===== src/rtl/branch_predict_cmp_pkg.sv =====
// Shared branch-compare codes and BHT counter encodings for the D-stage
// branch comparator and its history table.
package branch_predict_cmp_pkg;

  typedef enum logic [2:0] {
    CMP_NONE = 3'd0,
    CMP_BEQ  = 3'd1,
    CMP_BNE  = 3'd2,
    CMP_BLEZ = 3'd3,
    CMP_BGTZ = 3'd4,
    CMP_BLTZ = 3'd5,
    CMP_BGEZ = 3'd6
  } cmp_op_e;

  typedef enum logic [1:0] {
    SNT = 2'd0,
    WNT = 2'd1,
    WT  = 2'd2,
    ST  = 2'd3
  } bht_cnt_e;

  // Code 7 is reserved and behaves like CMP_NONE.
  function automatic logic cmp_valid(input logic [2:0] op);
    return (op != CMP_NONE) && (op != 3'd7);
  endfunction

  function automatic logic [1:0] sat_step(input logic [1:0] cnt, input logic taken);
    logic [1:0] nxt;
    nxt = cnt;
    if (taken) begin
      if (cnt != ST) nxt = cnt + 2'd1;
    end else begin
      if (cnt != SNT) nxt = cnt - 2'd1;
    end
    return nxt;
  endfunction

endpackage


===== src/rtl/branch_predict_cmp_if.sv =====
// Operand, prediction and resolve signals between the pipeline and the
// branch comparator; the pipeline side is master, the comparator is slave.
interface branch_predict_cmp_if #(
  parameter int WIDTH = 32
);
  logic [WIDTH-1:0] rs;
  logic [WIDTH-1:0] rt;
  logic [2:0]       CMPOp;
  logic [31:0]      lookup_pc;
  logic             pred_taken;
  logic             resolve_en;
  logic [31:0]      resolve_pc;
  logic             resolve_pred;
  logic             jump;
  logic             mispredict;
  logic [31:0]      branch_cnt;
  logic [31:0]      mispred_cnt;

  modport master (
    output rs, rt, CMPOp, lookup_pc, resolve_en, resolve_pc, resolve_pred,
    input  pred_taken, jump, mispredict, branch_cnt, mispred_cnt
  );

  modport slave (
    input  rs, rt, CMPOp, lookup_pc, resolve_en, resolve_pc, resolve_pred,
    output pred_taken, jump, mispredict, branch_cnt, mispred_cnt
  );
endinterface


===== src/rtl/branch_predict_cmp_bht.sv =====
// Branch history table of 2-bit saturating counters: one combinational read
// port for prediction and one clocked update port for training.
module branch_bht
  import branch_predict_cmp_pkg::*;
#(
  parameter int         IDX_BITS = 6,
  parameter logic [1:0] CNT_INIT = 2'b01
) (
  input  logic                clk,
  input  logic                reset,
  input  logic [IDX_BITS-1:0] rd_idx_i,
  output logic                rd_taken_o,
  input  logic [IDX_BITS-1:0] wr_idx_i,
  input  logic                wr_taken_i,
  input  logic                wr_en_i
);
  localparam int unsigned DEPTH = 1 << IDX_BITS;

  logic [1:0] cnt_q [DEPTH];
  logic [1:0] wr_cnt_d;

  // Reads see the stored value only; a same-cycle update is not bypassed.
  assign rd_taken_o = cnt_q[rd_idx_i][1];
  assign wr_cnt_d   = sat_step(cnt_q[wr_idx_i], wr_taken_i);

  always_ff @(posedge clk) begin
    if (!reset) begin
      for (int unsigned i = 0; i < DEPTH; i++) begin
        cnt_q[i] <= CNT_INIT;
      end
    end else if (wr_en_i) begin
      cnt_q[wr_idx_i] <= wr_cnt_d;
    end
  end

endmodule


===== src/rtl/branch_predict_cmp.sv =====
// D-stage branch comparator with BHT-based prediction, mispredict flagging
// and saturating debug statistics.
module branch_predict_cmp
  import branch_predict_cmp_pkg::*;
#(
  parameter int         WIDTH    = 32,
  parameter int         IDX_BITS = 6,
  parameter logic [1:0] CNT_INIT = 2'b01
) (
  input logic                clk,
  input logic                reset,
  branch_predict_cmp_if.slave bus
);
  logic                rs_zero;
  logic                rs_neg;
  logic                rs_eq_rt;
  logic                train_en;
  logic [IDX_BITS-1:0] lookup_idx;
  logic [IDX_BITS-1:0] resolve_idx;
  logic [31:0]         branch_cnt_q, branch_cnt_d;
  logic [31:0]         mispred_cnt_q, mispred_cnt_d;

  assign rs_zero  = (bus.rs == '0);
  assign rs_neg   = bus.rs[WIDTH-1];
  assign rs_eq_rt = (bus.rs == bus.rt);

  always_comb begin
    bus.jump = 1'b0;
    case (bus.CMPOp)
      CMP_BEQ:  bus.jump = rs_eq_rt;
      CMP_BNE:  bus.jump = !rs_eq_rt;
      CMP_BLEZ: bus.jump = rs_neg || rs_zero;
      CMP_BGTZ: bus.jump = !rs_neg && !rs_zero;
      CMP_BLTZ: bus.jump = rs_neg;
      CMP_BGEZ: bus.jump = !rs_neg;
      default:  bus.jump = 1'b0;
    endcase
  end

  assign train_en       = bus.resolve_en && cmp_valid(bus.CMPOp);
  assign bus.mispredict = train_en && (bus.jump != bus.resolve_pred);

  assign lookup_idx  = bus.lookup_pc[IDX_BITS+1:2];
  assign resolve_idx = bus.resolve_pc[IDX_BITS+1:2];

  branch_bht #(
    .IDX_BITS (IDX_BITS),
    .CNT_INIT (CNT_INIT)
  ) u_bht (
    .clk        (clk),
    .reset      (reset),
    .rd_idx_i   (lookup_idx),
    .rd_taken_o (bus.pred_taken),
    .wr_idx_i   (resolve_idx),
    .wr_taken_i (bus.jump),
    .wr_en_i    (train_en)
  );

  // Statistics stick at all-ones instead of wrapping.
  always_comb begin
    branch_cnt_d  = branch_cnt_q;
    mispred_cnt_d = mispred_cnt_q;
    if (train_en && (branch_cnt_q != '1)) begin
      branch_cnt_d = branch_cnt_q + 32'd1;
    end
    if (bus.mispredict && (mispred_cnt_q != '1)) begin
      mispred_cnt_d = mispred_cnt_q + 32'd1;
    end
  end

  always_ff @(posedge clk) begin
    if (!reset) begin
      branch_cnt_q  <= '0;
      mispred_cnt_q <= '0;
    end else begin
      branch_cnt_q  <= branch_cnt_d;
      mispred_cnt_q <= mispred_cnt_d;
    end
  end

  assign bus.branch_cnt  = branch_cnt_q;
  assign bus.mispred_cnt = mispred_cnt_q;

endmodule


===== src/flat_wrapper.sv =====
// flat-port wrapper written by rule: the top's interface ports become plain ports
module branch_predict_cmp_flat import branch_predict_cmp_pkg::*;
#(
  parameter int         WIDTH    = 32,
  parameter int         IDX_BITS = 6,
  parameter logic [1:0] CNT_INIT = 2'b01
)
  (clk, reset, bus_rs, bus_rt, bus_CMPOp, bus_lookup_pc, bus_resolve_en, bus_resolve_pc, bus_resolve_pred, bus_pred_taken, bus_jump, bus_mispredict, bus_branch_cnt, bus_mispred_cnt);
  branch_predict_cmp_if #(.WIDTH(WIDTH)) bus_i ();
  input logic clk;
  input logic reset;
  input wire logic [$bits(bus_i.rs)-1:0] bus_rs;
  input wire logic [$bits(bus_i.rt)-1:0] bus_rt;
  input wire logic [$bits(bus_i.CMPOp)-1:0] bus_CMPOp;
  input wire logic [$bits(bus_i.lookup_pc)-1:0] bus_lookup_pc;
  input wire logic [$bits(bus_i.resolve_en)-1:0] bus_resolve_en;
  input wire logic [$bits(bus_i.resolve_pc)-1:0] bus_resolve_pc;
  input wire logic [$bits(bus_i.resolve_pred)-1:0] bus_resolve_pred;
  output wire logic [$bits(bus_i.pred_taken)-1:0] bus_pred_taken;
  output wire logic [$bits(bus_i.jump)-1:0] bus_jump;
  output wire logic [$bits(bus_i.mispredict)-1:0] bus_mispredict;
  output wire logic [$bits(bus_i.branch_cnt)-1:0] bus_branch_cnt;
  output wire logic [$bits(bus_i.mispred_cnt)-1:0] bus_mispred_cnt;
  assign bus_i.rs = bus_rs;
  assign bus_i.rt = bus_rt;
  assign bus_i.CMPOp = bus_CMPOp;
  assign bus_i.lookup_pc = bus_lookup_pc;
  assign bus_i.resolve_en = bus_resolve_en;
  assign bus_i.resolve_pc = bus_resolve_pc;
  assign bus_i.resolve_pred = bus_resolve_pred;
  assign bus_pred_taken = bus_i.pred_taken;
  assign bus_jump = bus_i.jump;
  assign bus_mispredict = bus_i.mispredict;
  assign bus_branch_cnt = bus_i.branch_cnt;
  assign bus_mispred_cnt = bus_i.mispred_cnt;
  branch_predict_cmp #(.WIDTH(WIDTH), .IDX_BITS(IDX_BITS), .CNT_INIT(CNT_INIT)) u_core (.clk(clk), .reset(reset), .bus(bus_i));
endmodule

===== config.mk =====
export PLATFORM = sky130hd
export DESIGN_NAME = branch_predict_cmp_flat
export DESIGN_NICKNAME = d
export VERILOG_FILES = /design/src/rtl/branch_predict_cmp_pkg.sv /design/src/rtl/branch_predict_cmp_if.sv /design/src/rtl/branch_predict_cmp_bht.sv /design/src/rtl/branch_predict_cmp.sv /design/src/flat_wrapper.sv
export SDC_FILE = /design/constraint.sdc
export NUM_CORES = 1
export LEC_CHECK = 0
export BUFFER_PORTS_ARGS = -buffer_cell sky130_fd_sc_hd__buf_4
export CELL_PAD_IN_SITES_DETAIL_PLACEMENT = 0
export CELL_PAD_IN_SITES_GLOBAL_PLACEMENT = 1
export CORE_UTILIZATION = 40
export DETAILED_ROUTE_END_ITERATION = 8
export PLACE_DENSITY_LB_ADDON = 0.25
export SYNTH_ARGS = -nofsm -noshare
export SYNTH_HDL_FRONTEND = slang
export SYNTH_HIERARCHICAL = 1
export SYNTH_SLANG_ARGS = --single-unit
export TNS_END_PERCENT = 50

===== constraint.sdc =====
create_clock -name clk -period 3.3 [get_ports clk]
set_clock_uncertainty 0.05 [all_clocks]
set_input_delay 0.33 -clock clk [delete_from_list [all_inputs] [get_ports clk]]
set_output_delay 0.33 -clock clk [all_outputs]
set_load 0.01 [all_outputs]

==> results of run 1 <==
[sequential cells by signal (all words and copies together), names as in the netlist]
| name | cells |
|---|---|
| u_core/bus.branch_cnt | 32 |
| u_core/u_bht/cnt_q | 128 |
| u_core/bus.mispred_cnt | 32 |
[worst paths after layout]
path,start,end,depth (start not counted)
setup / recovery,u_core/u_bht/cnt_q[63][1],bus_pred_taken,4
hold / removal,reset,u_core/u_bht/cnt_q[3][0],2
setup reg to reg,u_core/bus.mispred_cnt[4],u_core/bus.mispred_cnt[6],8
hold reg to reg,u_core/bus.mispred_cnt[31],u_core/bus.mispred_cnt[31],2
[cells in the final DEF, fill, tap and decap left out, types with 4 or more instances in the layout]
| cell type | Yosys | layout |
|---|---|---|
| a22o_1 | 4 | 4 |
| and3_1 | 13 | 13 |
| nand2_1 | 129 | 129 |
| o31ai_1 | 12 | 12 |
| xor2_1 | 11 | 11 |
| buf_4 | 6 | 192 |
| a221oi_1 | 12 | 12 |
| buf_12 | 0 | 6 |
| nor3_1 | 38 | 38 |
| or4_1 | 12 | 12 |
| mux2_2 | 5 | 5 |
| nand4_1 | 30 | 30 |
| mux4_2 | 27 | 27 |
| nand3_1 | 96 | 96 |
| clkbuf_16 | 0 | 18 |
| xnor2_1 | 43 | 43 |
| or2_2 | 4 | 4 |
| nand2b_1 | 16 | 16 |
| dfxtp_1 | 64 | 64 |
| mux2i_1 | 32 | 32 |
| nor3b_1 | 5 | 5 |
| nand3b_1 | 7 | 7 |
| and4_1 | 9 | 9 |
| o21ai_0 | 49 | 49 |
| a21oi_1 | 32 | 32 |
| or3_1 | 18 | 18 |
| and2_1 | 8 | 8 |
| nor2_1 | 79 | 79 |
| inv_6 | 0 | 6 |
| a22oi_1 | 11 | 11 |
| inv_1 | 12 | 12 |
| nor4_1 | 22 | 22 |
| o22ai_1 | 4 | 4 |
| edfxtp_1 | 128 | 128 |
| nor2b_1 | 6 | 6 |
| clkinv_8 | 0 | 4 |
| a211oi_1 | 4 | 4 |
[where the power goes]
group / switching (mW) / internal [mW]
clock: 1.05 / 1.07
combinational: 0.453 / 0.305
sequential: 0.0302 / 2.60
[cell type report]
type,count,share of cell area (%)
Sequential cell,192,39.9
Multi-Input combinational cell,780,39.5
Timing Repair Buffer,198,12.2
Clock buffer,18,3.51
Tap cell,335,3.26
Clock inverter,14,1.26
Inverter,13,0.380
[cell usage after synthesis (all sizes together), types with 2 or more instances]
cell type	n	share of area (%)
and3b	2	0.16
inv	12	0.42
a22oi	11	0.77
a2bb2oi	2	0.16
nor2b	6	0.35
o22ai	4	0.23
nor2	79	2.8
edfxtp	128	36
o221ai	2	0.16
o21ai	53	2.5
a22o	4	0.33
mux2i	32	3.0
nor3b	5	0.35
mux2	5	0.53
or3b	3	0.25
clkbuf	44	1.5
and3	13	0.76
dfxtp	64	12
nor3	39	1.9
xor2	11	0.90
xnor2	43	3.5
a221o	2	0.19
nand4	30	1.8
a21oi	33	1.6
nand2	129	4.5
nand3b	7	0.49
a211o	3	0.25
maj3	2	0.20
and2	8	0.47
or4	12	0.84
nand3	96	4.5
o311ai	2	0.16
a211oi	4	0.28
and4	9	0.74
ha	2	0.23
o31ai	13	1.0
mux4	27	5.7
a221oi	12	0.98
buf	43	2.6
or3	18	1.1
o211ai	3	0.21
or2	5	0.29
nor4	24	1.5
nand2b	16	0.94
[metrics by stage]
stage | setup slack [ns] | instance area (µm²) | cells
detailed placement | 0.140 | 12200 | 1518
floorplan | 0.316 | 10700 | 1072
global route | 0.259 | 12800 | 1550
CTS | 0.370 | 12800 | 1550
global placement | 0.232 | 12200 | 1518
finish | 0.385 | 12800 | 1550
[critical path, cell delays in order (launching register included)]
cell and delay [ns]:
edfxtp_1 0.44, mux4_2 0.52, mux4_2 0.51, mux4_2 0.47, buf_4 0.16
[logic make-up after synthesis]
family	after synthesis
and+or+nand+nor	502
AOI/OAI and AO/OA	156
DFF	192
buffers and inverters	100
muxes	64
xor gates and xnor gates	54
adders and majority gates	4
[metal layers]
layer  GRT usage (%)  vias up  share of wire, %
met5               0        -                 0
met4            7.36        0               2.1
met3            5.49       53               8.8
met2            41.4      419                48
met1            30.9     4374                41
li1                -     4287                 -
==> run summary, run 1 <==
Max-cap violations: 0
EDFF count, synth: 128
CP Class: reg2out
Final ANT Viol Nets: 0
Leak: 4.33 nW
Post-CTS Setup Repair Bufs: 0
Fin util: 49.1%
Min Hold Slack: 0.318 ns
Largest net degree at the start of global routing: 53
Top Ports: 202
CTS tree: yes
Pwr per Cell Area: 429 nW/µm²
Main synth FF type: edfxtp_1
RSZ-0062 raised after global routing: no
Synth Area in Simple Gates: 23.8%
Cells after synthesis: 1,072
Complex-gate fraction of the synthesized area: 9.60%
Synth Area in XOR/XNOR: 4.43%
Failing checks: DRC
Worst-skew pair later-pin latency: 0.44 ns
Share of cells above drive strength 1: 23.0%
Num CTS Buffers: 17
Wire per inst: 20.9 µm
Multi-input gate area: 5070 µm²
Power, Total: 5.51 mW
Drt via density: 5.89
Initial core utilization: 40.9%
Syn. warnings: 6
Unique masters post-synth: 66
R2r setup slk: 0.52 ns
Initial antenna violation count: 0
Setup crit start kind: register
Slew @ Worst Pin: 0.837 ns
First DRT Iteration DRCs: 837
Post-layout min period: 2.91 ns
Clk buf depth: 2
# hold bufs at CTS: 0
Fmax: 343 MHz
Hpwl dp: 23,200 µm
Critical path peak fanout: 2
Remaining Overflow, GRT: 0
Post-Route WL: 32,500 µm
Synth async-reset ratio: 0%
Register area: 5120 µm²
Area Overhead vs Synth: 20.3%
Fin. Hold Viols: 0
Chip Width: 165 µm
Cell area after synthesis: 10,700 µm²
Fillers: 2,478
GPL Wtd Cong: 0.875
Antenna diodes: 0
Post-route DRC: 4
Slew Limit Fails: 0
DIE AREA: 27,300 µm²
Vias in the first global route: 8,979
Post-synthesis mux area share: 9.22%
Clock Root Buffer: clkbuf_16
Min-delay worst type: in2reg
Adder and majority gate portion of the synthesized area: 0.434%
CTS clock-pin slew for the worst setup and hold paths: 0.08 ns
Period utilization: 88.3%
First-pass GRT wire length: 50,200 µm
CP Capture Type: output port
Flops & latches, synth: 192
CTS resizes: 0
Mapped Nets: 1,209
Via count: 9,133
Worst IR Drop VDD: 0.297 mV
Setup-failing EPs final: 0
Port bufs: 149
Required time worst endpoint: 2.92 ns
Overall global routing resource usage: 24.4%
Sink Count: 192
H-tree levels: 4
Crit path DAT: 2.53 ns
Largest family of logic cells by synthesized area: simple AND/OR/NAND/NOR gates
Syn Area/Cell: 9.96 µm²
TritonRoute pass-1 iters: 8
Slew headroom: 43.3%
Nets: 1,339
Core box area: 26,100 µm²
Chip height: 165 µm
Status: finished, violations left
Part of the Yosys area used for sequential elements: 48.0%
Fin Setup TNS: 0 ns
Row cnt: 59
Power figures use the tool's default switching activity.
==> inputs of run 2 (changes only) <==
--- a/config.mk
+++ b/config.mk
@@ -5,12 +5,13 @@
 export SDC_FILE = /design/constraint.sdc
 export NUM_CORES = 1
 export LEC_CHECK = 0
-export BUFFER_PORTS_ARGS = -buffer_cell sky130_fd_sc_hd__buf_4
+export BUFFER_PORTS_ARGS = -buffer_cell sky130_fd_sc_hd__clkbuf_2
 export CELL_PAD_IN_SITES_DETAIL_PLACEMENT = 0
 export CELL_PAD_IN_SITES_GLOBAL_PLACEMENT = 1
 export CORE_UTILIZATION = 40
 export DETAILED_ROUTE_END_ITERATION = 8
 export PLACE_DENSITY_LB_ADDON = 0.25
+export RECOVER_POWER = 50
 export SYNTH_ARGS = -nofsm -noshare
 export SYNTH_HDL_FRONTEND = slang
 export SYNTH_HIERARCHICAL = 1
==> run 2 against run 1 <==
  * The run still ends with DRC left
  * Die area stayed put
  * Largest cell class unchanged
  * Highest routed layer is now met5
  * Cell count is 0.52% higher
  * Flip-flop and latch count stayed put
  * Sequential share of layout area is 1.4 points higher
  * Register-to-register slack hardly changed
  * Non-clock buffer count is 7 higher
  * Largest power group unchanged
==> run summary, run 2 (synthesis gave the netlist of run 1 again) <==
Power, Total: 5.42 mW
Post-Route WL: 32,000 µm
Wire per inst: 20.5 µm
Hpwl dp: 23,000 µm
Place WS: 0.234 ns
CP Capture Type: output port
Required time worst endpoint: 2.92 ns
Via count: 9,092
Failing checks: DRC
Share of cells above drive strength 1: 17.3%
Slew @ Worst Pin: 0.963 ns
Nets: 1,346
Drt via density: 5.84
Setup crit start kind: register
Multi-input gate area: 5070 µm²
Leak: 4.00 nW
CP Class: reg2out
TritonRoute pass-1 iters: 7
Largest net degree at the start of global routing: 90
Period utilization: 88.0%
Max-cap violations: 0
GPL Wtd Cong: 0.882
Min-delay worst type: in2reg
Layout Cells excl Fill: 1,558
Setup-failing EPs final: 0
Fin. Hold Viols: 0
DIE AREA: 27,300 µm²
H-tree levels: 4
Initial core utilization: 40.9%
CTS clock-pin slew for the worst setup and hold paths: 0.07 ns
Crit path DAT: 2.53 ns
Core box area: 26,100 µm²
Initial antenna violation count: 2
Port bufs: 149
Critical path peak fanout: 2
Largest reg by FF count: u_core/u_bht/cnt_q
Chip Width: 165 µm
Chip height: 165 µm
CTS resizes: 0
Register area: 5120 µm²
First-pass GRT wire length: 49,000 µm
Num CTS Buffers: 17
First DRT Iteration DRCs: 698
Status: finished, violations left
Clock Root Buffer: clkbuf_16
Post-CTS Setup Repair Bufs: 0
Fillers: 2,525
Post-route DRC: 4
# hold bufs at CTS: 0
Final ANT Viol Nets: 0
Placed insts: 1,525
Post-layout min period: 2.91 ns
Clk buf depth: 2
Slew headroom: 34.8%
Commonest cells after routing, fill and taps aside: 129 x nand2_1, 128 x edfxtp_1, 96 x nand3_1
Top Ports: 202
Remaining Overflow, GRT: 0
Worst IR Drop VDD: 0.227 mV
Slack of the critical path: 0.395 ns
Worst-skew pair later-pin latency: 0.44 ns
Vias in the first global route: 8,677
RSZ-0062 raised after global routing: no
Row cnt: 59
Slew Limit Fails: 0
Most common cell after layout, fill and taps aside: nand2_1
Max FFs per register: 128
Sink Count: 192
Pwr per Cell Area: 437 nW/µm²
Min Hold Slack: 0.289 ns
CTS tree: yes
Overall global routing resource usage: 24.0%
Fmax: 344 MHz
Area Overhead vs Synth: 16.1%
Fin Setup TNS: 0 ns
==> run 2: area by class of cell <==
type / count / share of cell area [%]
Antenna cell: 1 / 0.0202
Clock buffer: 20 / 3.86
Clock inverter: 12 / 0.898
Inverter: 13 / 0.394
Multi-Input combinational cell: 780 / 40.9
Sequential cell: 192 / 41.3
Tap cell: 335 / 3.38
Timing Repair Buffer: 205 / 9.18
==> run 2: stage by stage <==
stage | utilization (%) | cell area, µm²
2_1_floorplan | - | 10700
3_3_place_gp | 45.6 | 11900
3_5_place_dp | 45.6 | 11900
4_1_cts | 47.9 | 12500
5_1_grt | 47.4 | 12400
6_report | 47.4 | 12400
==> run 2: routing by layer <==
layer | wire [µm] | vias to the layer above | track usage [%]
met3 | 2180 | 54 | 5.29
li1 | - | 4283 | -
met1 | 13400 | 4386 | 30.1
met2 | 15500 | 367 | 40.5
met5 | 11 | - | 0
met4 | 845 | 2 | 8.76
==> run 2: critical path, cell delays in order, from the launching register on <==
cell and delay [ns]:
edfxtp_1 0.44, mux4_2 0.51, mux4_2 0.51, mux4_2 0.48, clkbuf_2 0.14
==> run 2: path summary, 6_finish.rpt <==
check                          endpoint  slack [ns]  depth (start not counted)                        from
max                      bus_pred_taken        0.39                          4   u_core/u_bht/cnt_q[59][1]
min           u_core/u_bht/cnt_q[16][0]        0.29                          2                       reset
max reg2reg  u_core/bus.mispred_cnt[20]        0.53                          8   u_core/bus.mispred_cnt[4]
min reg2reg  u_core/bus.mispred_cnt[31]        0.44                          2  u_core/bus.mispred_cnt[31]
==> run 2: power by group <==
part | internal [mW] | switching, mW | total, mW | leakage, nW
Sequential | 2.60 | 0.0304 | 2.63 | 1.66
Combinational | 0.258 | 0.445 | 0.702 | 2.04
Clock | 1.08 | 1.00 | 2.09 | 0.296
